<file path="src/rtl/gcd_operand_queue.sv">
// Operand staging FIFO in front of the GCD engine: buffers (x,y) jobs, reports occupancy and issued-job count.
// Build option GCD_ZERO_GUARD_EN rewrites x==0 pairs on enqueue so the engine never sees (0,y!=0).
module gcd_operand_queue #(
    parameter int WIDTH     = 32,
    parameter int DEPTH     = 4,
    parameter int CNT_WIDTH = 16
) (
    input  logic                     clock,
    input  logic                     reset,
    input  logic                     in_valid,
    output logic                     in_ready,
    input  logic [WIDTH-1:0]         in_x,
    input  logic [WIDTH-1:0]         in_y,
    input  logic                     flush,
    output logic                     out_valid,
    input  logic                     out_ready,
    output logic [WIDTH-1:0]         out_x,
    output logic [WIDTH-1:0]         out_y,
    output logic [$clog2(DEPTH):0]   count,
    output logic [CNT_WIDTH-1:0]     issued
);

    localparam int AW = $clog2(DEPTH);
    localparam int CW = AW + 1;

    logic [WIDTH-1:0]     mem_x [DEPTH];
    logic [WIDTH-1:0]     mem_y [DEPTH];
    logic [AW-1:0]        wr_ptr;
    logic [AW-1:0]        rd_ptr;
    logic [CW-1:0]        count_q;
    logic [CNT_WIDTH-1:0] issued_q;
    logic                 enq;
    logic                 deq;
    logic [2*WIDTH-1:0]   wr_pair;

    function automatic logic [2*WIDTH-1:0] guard_pair(input logic [WIDTH-1:0] x,
                                                      input logic [WIDTH-1:0] y);
`ifdef GCD_ZERO_GUARD_EN
        // (0,y) becomes (y,0): the engine then returns y, and (0,0) returns 0.
        if (x == '0)
            return {y, {WIDTH{1'b0}}};
        else
            return {x, y};
`else
        return {x, y};
`endif
    endfunction

    // Reset is folded in so producers see a stalled queue while it is held.
    assign in_ready  = reset & (count_q != CW'(DEPTH)) & ~flush;
    assign out_valid = (count_q != '0);
    assign enq       = in_valid & in_ready;
    assign deq       = out_valid & out_ready;
    assign out_x     = mem_x[rd_ptr];
    assign out_y     = mem_y[rd_ptr];
    assign count     = count_q;
    assign issued    = issued_q;
    assign wr_pair   = guard_pair(in_x, in_y);

    always_ff @(posedge clock or negedge reset) begin
        if (!reset) begin
            wr_ptr  <= '0;
            rd_ptr  <= '0;
            count_q <= '0;
        end else if (flush) begin
            wr_ptr  <= '0;
            rd_ptr  <= '0;
            count_q <= '0;
        end else begin
            if (enq)
                wr_ptr <= wr_ptr + AW'(1);
            if (deq)
                rd_ptr <= rd_ptr + AW'(1);
            case ({enq, deq})
                2'b10:   count_q <= count_q + CW'(1);
                2'b01:   count_q <= count_q - CW'(1);
                default: count_q <= count_q;
            endcase
        end
    end

    // A dequeue completes even in a flush cycle, so the job counter ignores flush.
    always_ff @(posedge clock or negedge reset) begin
        if (!reset)
            issued_q <= '0;
        else if (deq)
            issued_q <= issued_q + CNT_WIDTH'(1);
    end

    always_ff @(posedge clock) begin
        if (enq) begin
            mem_x[wr_ptr] <= wr_pair[2*WIDTH-1:WIDTH];
            mem_y[wr_ptr] <= wr_pair[WIDTH-1:0];
        end
    end

endmodule

</file>
<file path="config.mk">
export PLATFORM = sky130hd
export DESIGN_NAME = gcd_operand_queue
export DESIGN_NICKNAME = d
export VERILOG_FILES = /design/src/rtl/gcd_operand_queue.sv
export SDC_FILE = /design/constraint.sdc
export NUM_CORES = 1
export LEC_CHECK = 0
export CORE_MARGIN = 8
export CORE_UTILIZATION = 30
export CTS_CLUSTER_DIAMETER = 60
export CTS_CLUSTER_SIZE = 16
export DETAILED_ROUTE_END_ITERATION = 16
export GPL_TIMING_DRIVEN = 0
export HOLD_SLACK_MARGIN = 0.03
export PLACE_DENSITY = 0.49
export SYNTH_ARGS = -nofsm -noshare
export SYNTH_HDL_FRONTEND = slang
export SYNTH_SLANG_ARGS = --single-unit
</file>
<file path="constraint.sdc">
create_clock -name clock -period 3.6 [get_ports clock]
set_input_delay 1.08 -clock clock [delete_from_list [all_inputs] [get_ports clock]]
set_output_delay 1.08 -clock clock [all_outputs]
set_load 0.02 [all_outputs]
</file>
---- Word level (Yosys, flattened, before mapping) ----
Memories as Yosys holds them, arrays and structs flattened.
Index checks and enable logic that the tools add are counted.
storage, ports and cells
  memories ................................ 2
  bits of input ports ..................... 69
  bits in registers ....................... 23
  word-level logic and storage cells ...... 31
  memory bits (writable) .................. 256
  output and inout bits ................... 85
  ROM bits ................................ 0
  bits in latches ......................... 0
memory list
  name   depth  bits a word  rd ports  clocked after memory_dff  wr ports  line  RTL
  mem_x  4      32           1         0                         1         26    logic [WIDTH-1:0] mem_x [DEPTH];
  mem_y  4      32           1         0                         1         27    logic [WIDTH-1:0] mem_y [DEPTH];
cells by class
  bitwise gates (word level) .............. 5
  reductions and logical operators ........ 4
  add/subtract/negate cells ............... 5
  equal/unequal tests ..................... 3
  multipliers ............................. 0
  magnitude comparators ................... 0
  div/mod/pow operators ................... 0
  shift-type cells ........................ 0
  multiplexer cells ....................... 8
operators with widths
  cell                   count
  $add 16x1->16 const B  1
  $mux 2                 4
  $pmux 3 s2             1
  $reduce_bool 3->1      2
  $add 2x1->2 const B    2
  $and 1x1->1            4
  $reduce_bool 2->1      2
  $add 3x1->3 const B    1
  $mux 3                 1
  $ne 3x3->1 const B     1
  $sub 3x1->3 const B    1
  $eq 2x1->1 const B     1
  $eq 2x2->1 const B     1
  $mux 1                 2
  $not 1->1              1

---- Longest topological paths before layout ----
Gate-level depths: netlist (run 1).
  word-level depth ........................ 7
  gate-level depth with buffers ........... 8
  gate-level depth less buffers ........... 7

---- Least setup slack after synthesis (run 1) ----
Ideal clock, no wire load.
  path type ............................... in2reg
  start ................................... in flush
  end ..................................... mem mem_x[2][0] (enable)
  buffers on the path ..................... 1
  library setup time ...................... 0.429 ns
  stages on the path ...................... 4
  data arrival time ....................... 3.182 ns
  path slack .............................. -0.011 ns
  required time ........................... 3.171 ns
  cell sequence ........................... nand2b_1 > a211oi_4 > buf_6 > and2_1
on the way
  longest elaborated chain between the ends .. 5
RTL lines
  item                          line  RTL
  from (decl)                   14    input logic flush,
  $not 1->1                     50    assign in_ready = reset & (count_q != CW'(DEPTH)) & ~flush;
  $and 1x1->1                   50
  $and 1x1->1                   52    assign enq = in_valid & in_ready;
  $mux 1                        91    if (enq) begin
  $mux 1 (implied by the code)  92    mem_x[wr_ptr] <= wr_pair[2*WIDTH-1:WIDTH];
  to (decl)                     26
No other way between the ends.

---- Worst setup path after layout (run 1) ----
  start ................................... reg rd_ptr[0]
  end ..................................... out out_x[19]
on the way
  longest elaborated chain between the ends .. 1
RTL lines
  item                    line  RTL
  from (decl)             29    logic [AW-1:0] rd_ptr;
  from (signal assigned)  73    rd_ptr <= rd_ptr + AW'(1);
  $mem_v2 4x32            --
  to (decl)               17    output logic [WIDTH-1:0] out_x,
No other way between the ends.

==> flow_summary.toml, run 1 <==
[synthesis]
post-synth-top-area-cell = "edfxtp_1"
ys_types = 34
synth_seq_area_share_pct = 79.3
ys_seq_elements = 279
yosys_warnings = 0
synth_nets = 520
synth_area_leaders = "edfxtp_1 74%, mux4_2 14%, dfrtp_1 5.5%"
syn_area_um2 = 10400
synthCells = 445
ys.flop_type = "edfxtp_1"
ys_async_sr_fraction_pct = 8.24
synth_top_area_share_pct = 73.8
synth.most_common_cell = "edfxtp_1"
synthTopCellsByCount = "256 x edfxtp_1, 64 x mux4_2, 23 x dfrtp_1"
synth_area_per_cell_um2 = 23.4
synth_edf_count = 256

[die]
die_x_um = 202
io_pins = 154
die-area_um2 = 41000
row_count = 68
fp.dieH_um = 202
coreArea_um2 = 34400
start_util_pct = 30.3

[sta]
max_freq_mhz = 290
relSlewSlack_pct = 49.5
fin_setup_tns_ns = 0
period_needed_ns = 3.45
setup_violations = 0
grt_setup_unrepaired = "false"
skew_ns = 0.0155
fin_crit_sh_pct = 95.9
hold_viol = 0
worst_pin_slew_ns = 0.758
slew_violations = 0
worst_slack_ns = 0.146

[pwr]
irDropWorstVdd_v = 0.000367
leakage_nw = 4.69
power_density_nw_per_um2 = 591

[clock_network]
cts_tree = "yes"
path_clk_slew_ns = 0.07
clk_latency_ns = 0.53
cts_setup_buffers = 0
h-tree-depth = 1
cts_sinks = 279
root_buffer = "clkbuf_16"
clk_path_buf_depth = 3
cts-buffers-inserted = 26

[placement]
portBuffers = 153
gp_congestion = 0.760
dpl_worst_slack_ns = -0.933
dp_hpwl_um = 14500

[setup_path]
cp-start-kind = "register"
crit_type = "register to output port"
cp.depth = 3
worstSetupStartpoint = "rd_ptr[0]"
crit_fanout = 10
cpPeakStageDelay_ns = 0.61
required_ns = 2.52
reg2regPathDepth = 8
arrival_ns = 2.37
cp_num_buf_inv = 2
rrSetupSlack_ns = 1.20
cp_top_family = "buffers and inverters"
timing.rr.start = "count[0]"
worstSetupEndpointType = "output port"
crit_slowest_cell = "clkdlybuf4s50_1"
timing.rr.end = "count[2]"
cp_cell_sequence = "buf_4 > mux4_2 > clkdlybuf4s50_1"

[drt]
drtIter0Drc = 174
drc = 0
vias_per_cell = 4.54
totalWireLength_um = 22800
drtAntennaViolNets = 0
wl_per_cell_um = 20.7
via_count = 4999
firstDrtPassIters = 4

[job]
drv_cap = 0

[finish]
diodes = 0
fillers = 3082
fin_nets = 705
final_layout_size_suffix_gt1_share_pct = 20.7
syn_to_final_growth_pct = 30.8

[grt]
grt_antenna_before_repair = 2
grt_pass1_vias = 5696
grt_max_degree = 45
track_usage_pct = 11.0
globalRouteOverflowTotal = 0
grt_pass1_wl_um = 34700

[run_status]
status = "completed"

[hold_path]
hold_path.class = "input pin to async pin"
-- worst register-to-register path, delay by kind of cell, from the launching register on --
kind / cells / cell delay [ns]
AOI/OAI and AO/OA: 1 / 0.29
adders and majority gates: 1 / 0.39
buffers and inverters: 1 / 0.18
DFF: 1 / 0.58
muxes: 2 / 0.52
and+or+nand+nor: 3 / 0.32
-- how the worst max path moves through the flow --
stage / endpoint / slack (ns)
floorplan: mem_x[0][0] / 0.68
global placement: mem_x[0][27] / -1.47
detailed placement: in_ready / -0.93
CTS: out_y[17] / -0.08
global route: out_x[19] / 0.01
finish: out_x[19] / 0.15
-- sequential cells by signal, indices dropped and copies added, names as in the netlist --
signal	flops
mem_x	128
mem_y	128
issued	16
count	3
rd_ptr	2
wr_ptr	2
-- cells by family after synthesis --
kind of cell | after synthesis | share of synthesized area [%]
and+or+nand+nor | 47 | 2.43
buffers and inverters | 20 | 0.888
DFF | 279 | 79.3
muxes | 69 | 14.3
xor gates and xnor gates | 18 | 1.51
adders and majority gates | 6 | 0.792
AOI/OAI and AO/OA | 6 | 0.744
-- stage by stage --
stage | util (%) | hold WS [ns] | instance area [um^2] | std cells | total power [mW]
finish | 39.7 | 0.454 | 13600 | 1101 | 8.06
global route | 39.7 | 0.441 | 13600 | 1101 | 8.41
CTS | 39.4 | 0.419 | 13500 | 1101 | 8.22
detailed placement | 36.8 | 0.461 | 12600 | 1057 | 5.43
global placement | 36.4 | 0.457 | 12500 | 1053 | 5.40
floorplan | - | 0.573 | 10400 | 445 | 4.69
-- cell usage in the layout, fill, tap and decap left out, drive strengths merged, types with 4 or more instances in the layout --
cell type	n
and2	5
buf	15
clkbuf	35
clkdlybuf4s50	112
clkinv	5
dfrtp	23
dlygate4sd2	6
dlymetal6s2s	34
edfxtp	256
ha	5
inv	9
mux4	64
nand2	6
nand2b	4
nand3	6
nor2	12
nor3	4
xnor2	7
xor2	11
-- layout make-up --
type | count | area [um^2] | share of cell area (%)
inverters | 4 | 15.0 | 0.110
clock buffers | 29 | 683 | 5.01
clock inverters | 15 | 168 | 1.23
repair buffers | 157 | 1720 | 12.6
well taps | 455 | 569 | 4.18
multi-input cells | 146 | 2080 | 15.2
plain buffers | 16 | 140 | 1.03
flip-flops and latches | 279 | 8260 | 60.6
-- repair_timing --
action	4_1_cts	5_1_grt
hold endpoints to repair	0	0
resized for setup	31	41
hold buffers	0	0
setup endpoints to repair	240	53
-- layer usage --
metal | wire length, um | vias up | track usage, % | part of all wire, %
met2 | 11200 | 131 | 18.8 | 49
met3 | 1440 | 34 | 3.23 | 6.3
met1 | 9680 | 2611 | 13.4 | 43
li1 | - | 2219 | - | -
met4 | 420 | 4 | 2.62 | 1.8
met5 | 22 | - | 0 | 0.097
-- power by group --
| part | internal (mW) | total [mW] | switching, mW |
|---|---|---|---|
| Clock | 1.53 | 2.73 | 1.20 |
| Sequential | 3.67 | 3.78 | 0.111 |
| Combinational | 0.769 | 1.55 | 0.778 |
| Total | 5.97 | 8.06 | 2.09 |
Power figures use the tool's default switching activity.
==> run 2: changes to the inputs <==
Settings changed: CORE_UTILIZATION 30 to 54, PLACE_DENSITY 0.49 to 0.8.
==> run 2 against run 1 <==
Die area fell by 41%. Worst hold slack gained 0.018 ns. Final cell count is 18% lower. Register-to-register slack better by 0.04 ns. Critical path depth grew 1. Critical path type unchanged. First-iteration DRC count is 100% higher. Non-clock buffer count unchanged. Global-route usage grew 5.4 points.
==> flow_summary.toml, run 2 (same netlist as run 1, synthesis figures left out) <==
[run_status]
status = "completed"

[drt]
drtAntennaViolNets = 0
drtIter0Drc = 352
firstDrtPassIters = 6
totalWireLength_um = 19800
wl_per_cell_um = 22.0
via_count = 4906
vias_per_cell = 5.46
drc = 0

[clock_network]
cts_sinks = 279
clk_path_buf_depth = 3
clk_latency_ns = 0.48
cts-buffers-inserted = 21
cts_setup_buffers = 0
path_clk_slew_ns = 0.07
cts_tree = "yes"
root_buffer = "clkbuf_16"
h-tree-depth = 1

[finish]
final_cell_count_no_fill = 898
post-route-util_pct = 67.7
layout_commonest_cell = "edfxtp_1"
syn_to_final_growth_pct = 24.8
fin_area_um2 = 13000
fin_nets = 700
layout_common_cells = "256 x edfxtp_1, 150 x clkdlybuf4s50_1, 64 x mux4_2"
final_layout_size_suffix_gt1_share_pct = 18.2

[sta]
setup_violations = 0
worst_slack_ns = 0.114
period_needed_ns = 3.49
relSlewSlack_pct = 56.1
fin_setup_tns_ns = 0
fin_crit_sh_pct = 96.8
hold_viol = 0
worst_pin_slew_ns = 0.659
slew_violations = 0
whs_ns = 0.472
skew_ns = 0.00911
grt_setup_unrepaired = "false"
max_freq_mhz = 287

[pwr]
irDropWorstVdd_v = 0.000414
pwr-share-seq_pct = 51.2
power_mw = 7.38
leakage_nw = 4.24
power_density_nw_per_um2 = 567
power_switching_mw = 1.86
power_frac_comb_pct = 20.9
intPower_mw = 5.52
clockPowerShare_pct = 27.8
swShare_pct = 25.2

[die]
fp.dieH_um = 155
die-area_um2 = 24000
start_util_pct = 54.3
io_pins = 154
row_count = 51
die_x_um = 155
coreArea_um2 = 19200

[grt]
grt-busiest-layer = "met2"
use_met3_pct = 4.33
globalRouteOverflowTotal = 0
grt_pass1_wl_um = 30700
met2_usage_pct = 27.5
grt_use_met1_pct = 21.2
grt_max_degree = 47
track_usage_pct = 16.4
grt_antenna_before_repair = 0
grt_pass1_vias = 5379

[placement]
post_dp_cell_area_um2 = 12400
dp_hpwl_um = 13100
dpl_worst_slack_ns = -0.886
portBuffers = 153
dp.cells = 867
gp_congestion = 0.727

[setup_path]
arrival_ns = 2.41
required_ns = 2.52
rrSetupSlack_ns = 1.24
worstSetupEndpointType = "output port"
crit_fanout = 10
crit_type = "register to output port"
cp-start-kind = "register"

[job]
drv_cap = 0

[hold_path]
hold_path.class = "register to register"
[run 2: path summary, 6_finish.rpt]
kind | from | end | cells past startpoint
setup / recovery | rd_ptr[0] | out_y[29] | 4
hold / removal | issued[15] | issued[15] | 1
setup reg to reg | count[0] | count[2] | 8
hold reg to reg | issued[15] | issued[15] | 1
max in group asynchronous | reset | issued[11] | 1
min in group asynchronous | reset | count[2] | 1
[run 2: power by group through the flow]
| stage | Sequential, mW | Combinational (mW) | Clock (mW) |
|---|---|---|---|
| 2_1_floorplan | 3.88 | 0.814 | 0 |
| 3_3_place_gp | 3.84 | 1.51 | 0 |
| 3_5_place_dp | 3.85 | 1.56 | 0 |
| 4_1_cts | 3.78 | 1.58 | 2.09 |
| 5_1_grt | 3.79 | 1.65 | 2.22 |
| 6_report | 3.78 | 1.55 | 2.05 |
[run 2: metal layers]
metal	share of wire (%)	wire length, um
met1	40	7990
met2	50	9790
met3	8.5	1690
met4	1.5	300
met5	0	0
[run 2: final cells by class]
class                   instances  area, um^2
diodes                          1        2.50
plain buffers                  16         115
clock buffers                  28         552
clock inverters                 2        12.5
fillers                      1206        6200
inverters                       4        15.0
multi-input cells             146        2080
flip-flops and latches        279        8260
well taps                     265         332
repair buffers                157        1640
[run 2: what timing repair did]
item,in CTS,in global routing
hold buffers,0,0
resized for setup,21,2
endpoints found under the setup margin,234,20
[run 2: critical path: stages (launching register included)]
cell and delay, ns:
dfrtp_1 0.39, buf_6 0.20, buf_6 0.21, mux4_2 0.54, clkdlybuf4s50_1 0.59
==> run 3: changes to the inputs <==
Settings changed: CORE_UTILIZATION 54 to 42, PLACE_DENSITY 0.8 to 0.64.
==> run 3 against run 2 <==
Wire length grew 4.9%. Critical path depth unchanged. Final cell count up 8.2%. Critical endpoint is now in_ready. Setup slack worse by 0.040 ns.
==> flow_summary.toml, run 3 (same netlist as run 1, synthesis figures left out) <==
[run_status]
status = "completed"

[setup_path]
cpMostUsedCell = "clkdlybuf4s50_1"
required_ns = 2.52
worstSetupEndpointType = "output port"
cp_top_family = "buffers and inverters"
cpPeakStageDelay_ns = 0.62
cp-start-kind = "input pin"
cp_cell_sequence = "clkdlybuf4s50_1 > nand2b_1 > a21oi_1 > clkdlybuf4s50_1"
crit_type = "input pin to output port"
arrival_ns = 2.45
crit_fanout = 2
cp_num_buf_inv = 2
crit_slowest_cell = "clkdlybuf4s50_1"

[job]
drv_cap = 0

[sta]
setup_violations = 0
period_needed_ns = 3.53
whs_ns = 0.449
skew_ns = 0.0133
relSlewSlack_pct = 55.7
worst_slack_ns = 0.0743
hold_viol = 0
max_freq_mhz = 284
worst_pin_slew_ns = 0.665
grt_setup_unrepaired = "false"
fin_crit_sh_pct = 97.9
slew_violations = 0

[finish]
syn_to_final_growth_pct = 28.0
final_layout_size_suffix_gt1_share_pct = 19.8
fillers = 1854
fin_nets = 704
diodes = 0
layout_commonest_cell = "edfxtp_1"
post-route-util_pct = 54.8
layout_common_cells = "256 x edfxtp_1, 115 x clkdlybuf4s50_1, 64 x mux4_2"

[drt]
drtAntennaViolNets = 0
firstDrtPassIters = 4
wl_per_cell_um = 21.3
drtIter0Drc = 360
drc = 0
via_count = 4992
vias_per_cell = 5.14
totalWireLength_um = 20700

[clock_network]
clk_path_buf_depth = 3
cts_tree = "yes"
clk_latency_ns = 0.52
hold_buffers = 0
h-tree-depth = 1
cts-buffers-inserted = 25
root_buffer = "clkbuf_16"
cts_sinks = 279
cts_setup_buffers = 0
path_clk_slew_ns = 0.07

[grt]
track_usage_pct = 13.8
globalRouteOverflowTotal = 0
grt_antenna_before_repair = 1
grt_max_degree = 42
grt_pass1_vias = 5590
grt_pass1_wl_um = 32700

[pwr]
leakage_nw = 4.59
power_density_nw_per_um2 = 583
power_mw = 7.78
irDropWorstVdd_v = 0.000354

[die]
die-area_um2 = 30100
coreArea_um2 = 24300
die_x_um = 174
fp.dieH_um = 174
row_count = 57
io_pins = 154
start_util_pct = 42.9

[placement]
dpl_worst_slack_ns = -0.882
portBuffers = 153
gp_congestion = 0.723
dp_hpwl_um = 13200

[hold_path]
hold_path.class = "input pin to async pin"
run 3: changes by cell type in the layout (fill, tap and decap cells not counted), moves of 3 or more:
cell,delta
buf_2,-5
clkbuf_16,+4
dlymetal6s2s_1,+28
clkbuf_4,+5
inv_6,+3
clkdlybuf4s50_1,-35
dlygate4sd2_1,+7
run 3: routing by layer:
| layer | part of all wire, % | track usage, % | routed length (um) | vias up |
|---|---|---|---|---|
| met5 | 0.063 | 0 | 13 | - |
| met4 | 1.4 | 3.02 | 296 | 2 |
| met3 | 7.8 | 4.42 | 1620 | 28 |
| met2 | 49 | 23.3 | 10200 | 157 |
| met1 | 42 | 17.2 | 8650 | 2588 |
| li1 | - | - | - | 2217 |
run 3: final timing paths:
path / startpoint / end / slack (ns) / cells past startpoint
setup / recovery: flush / in_ready / 0.07 / 4
max in group asynchronous: reset / issued[9] / 2.91 / 1
hold reg to reg: issued[15] / issued[15] / 0.48 / 1
setup reg to reg: count[0] / count[2] / 1.21 / 8
hold / removal: reset / issued[0] / 0.45 / 1
min in group clock: issued[15] / issued[15] / 0.48 / 1
run 3: stage by stage:
step           TNS [ns]  instance area, um^2  instances
2_1_floorplan         0                10400        445
4_1_cts         -0.0134                13300        972
5_1_grt               0                13300        972
6_report              0                13300        972
3_5_place_dp    -145.46                12500        926
3_3_place_gp    -345.02                12400        922
run 3: worst register-to-register path, delay by kind of cell (launching register included):
kind | cells | cell delay, ns
and+or+nand+nor | 3 | 0.31
muxes | 2 | 0.49
DFF | 1 | 0.59
adders and majority gates | 1 | 0.40
AOI/OAI and AO/OA | 1 | 0.31
buffers and inverters | 1 | 0.18
run 3: final cells by class:
class                           instances  area (um^2)  area share, %
Buffer                                 16          133          0.994
Clock buffer                           33          656           4.92
Clock inverter                         13          104          0.779
Inverter                                4         15.0          0.113
Multi-Input combinational cell        146         2080           15.6
Sequential cell                       279         8260           62.0
Tap cell                              324          405           3.04
Timing Repair Buffer                  157         1690           12.6
run 3: repair_timing:
action                     in CTS  in global routing
hold endpoints to repair        0                  0
setup endpoints to repair     205                 42
gates resized for setup        32                 34
run 3: report_power, final:
| part | internal (mW) | total (mW) | switching, mW |
|---|---|---|---|
| sequential | 3.67 | 3.78 | 0.110 |
| clock | 1.31 | 2.48 | 1.16 |
| combinational | 0.763 | 1.52 | 0.762 |
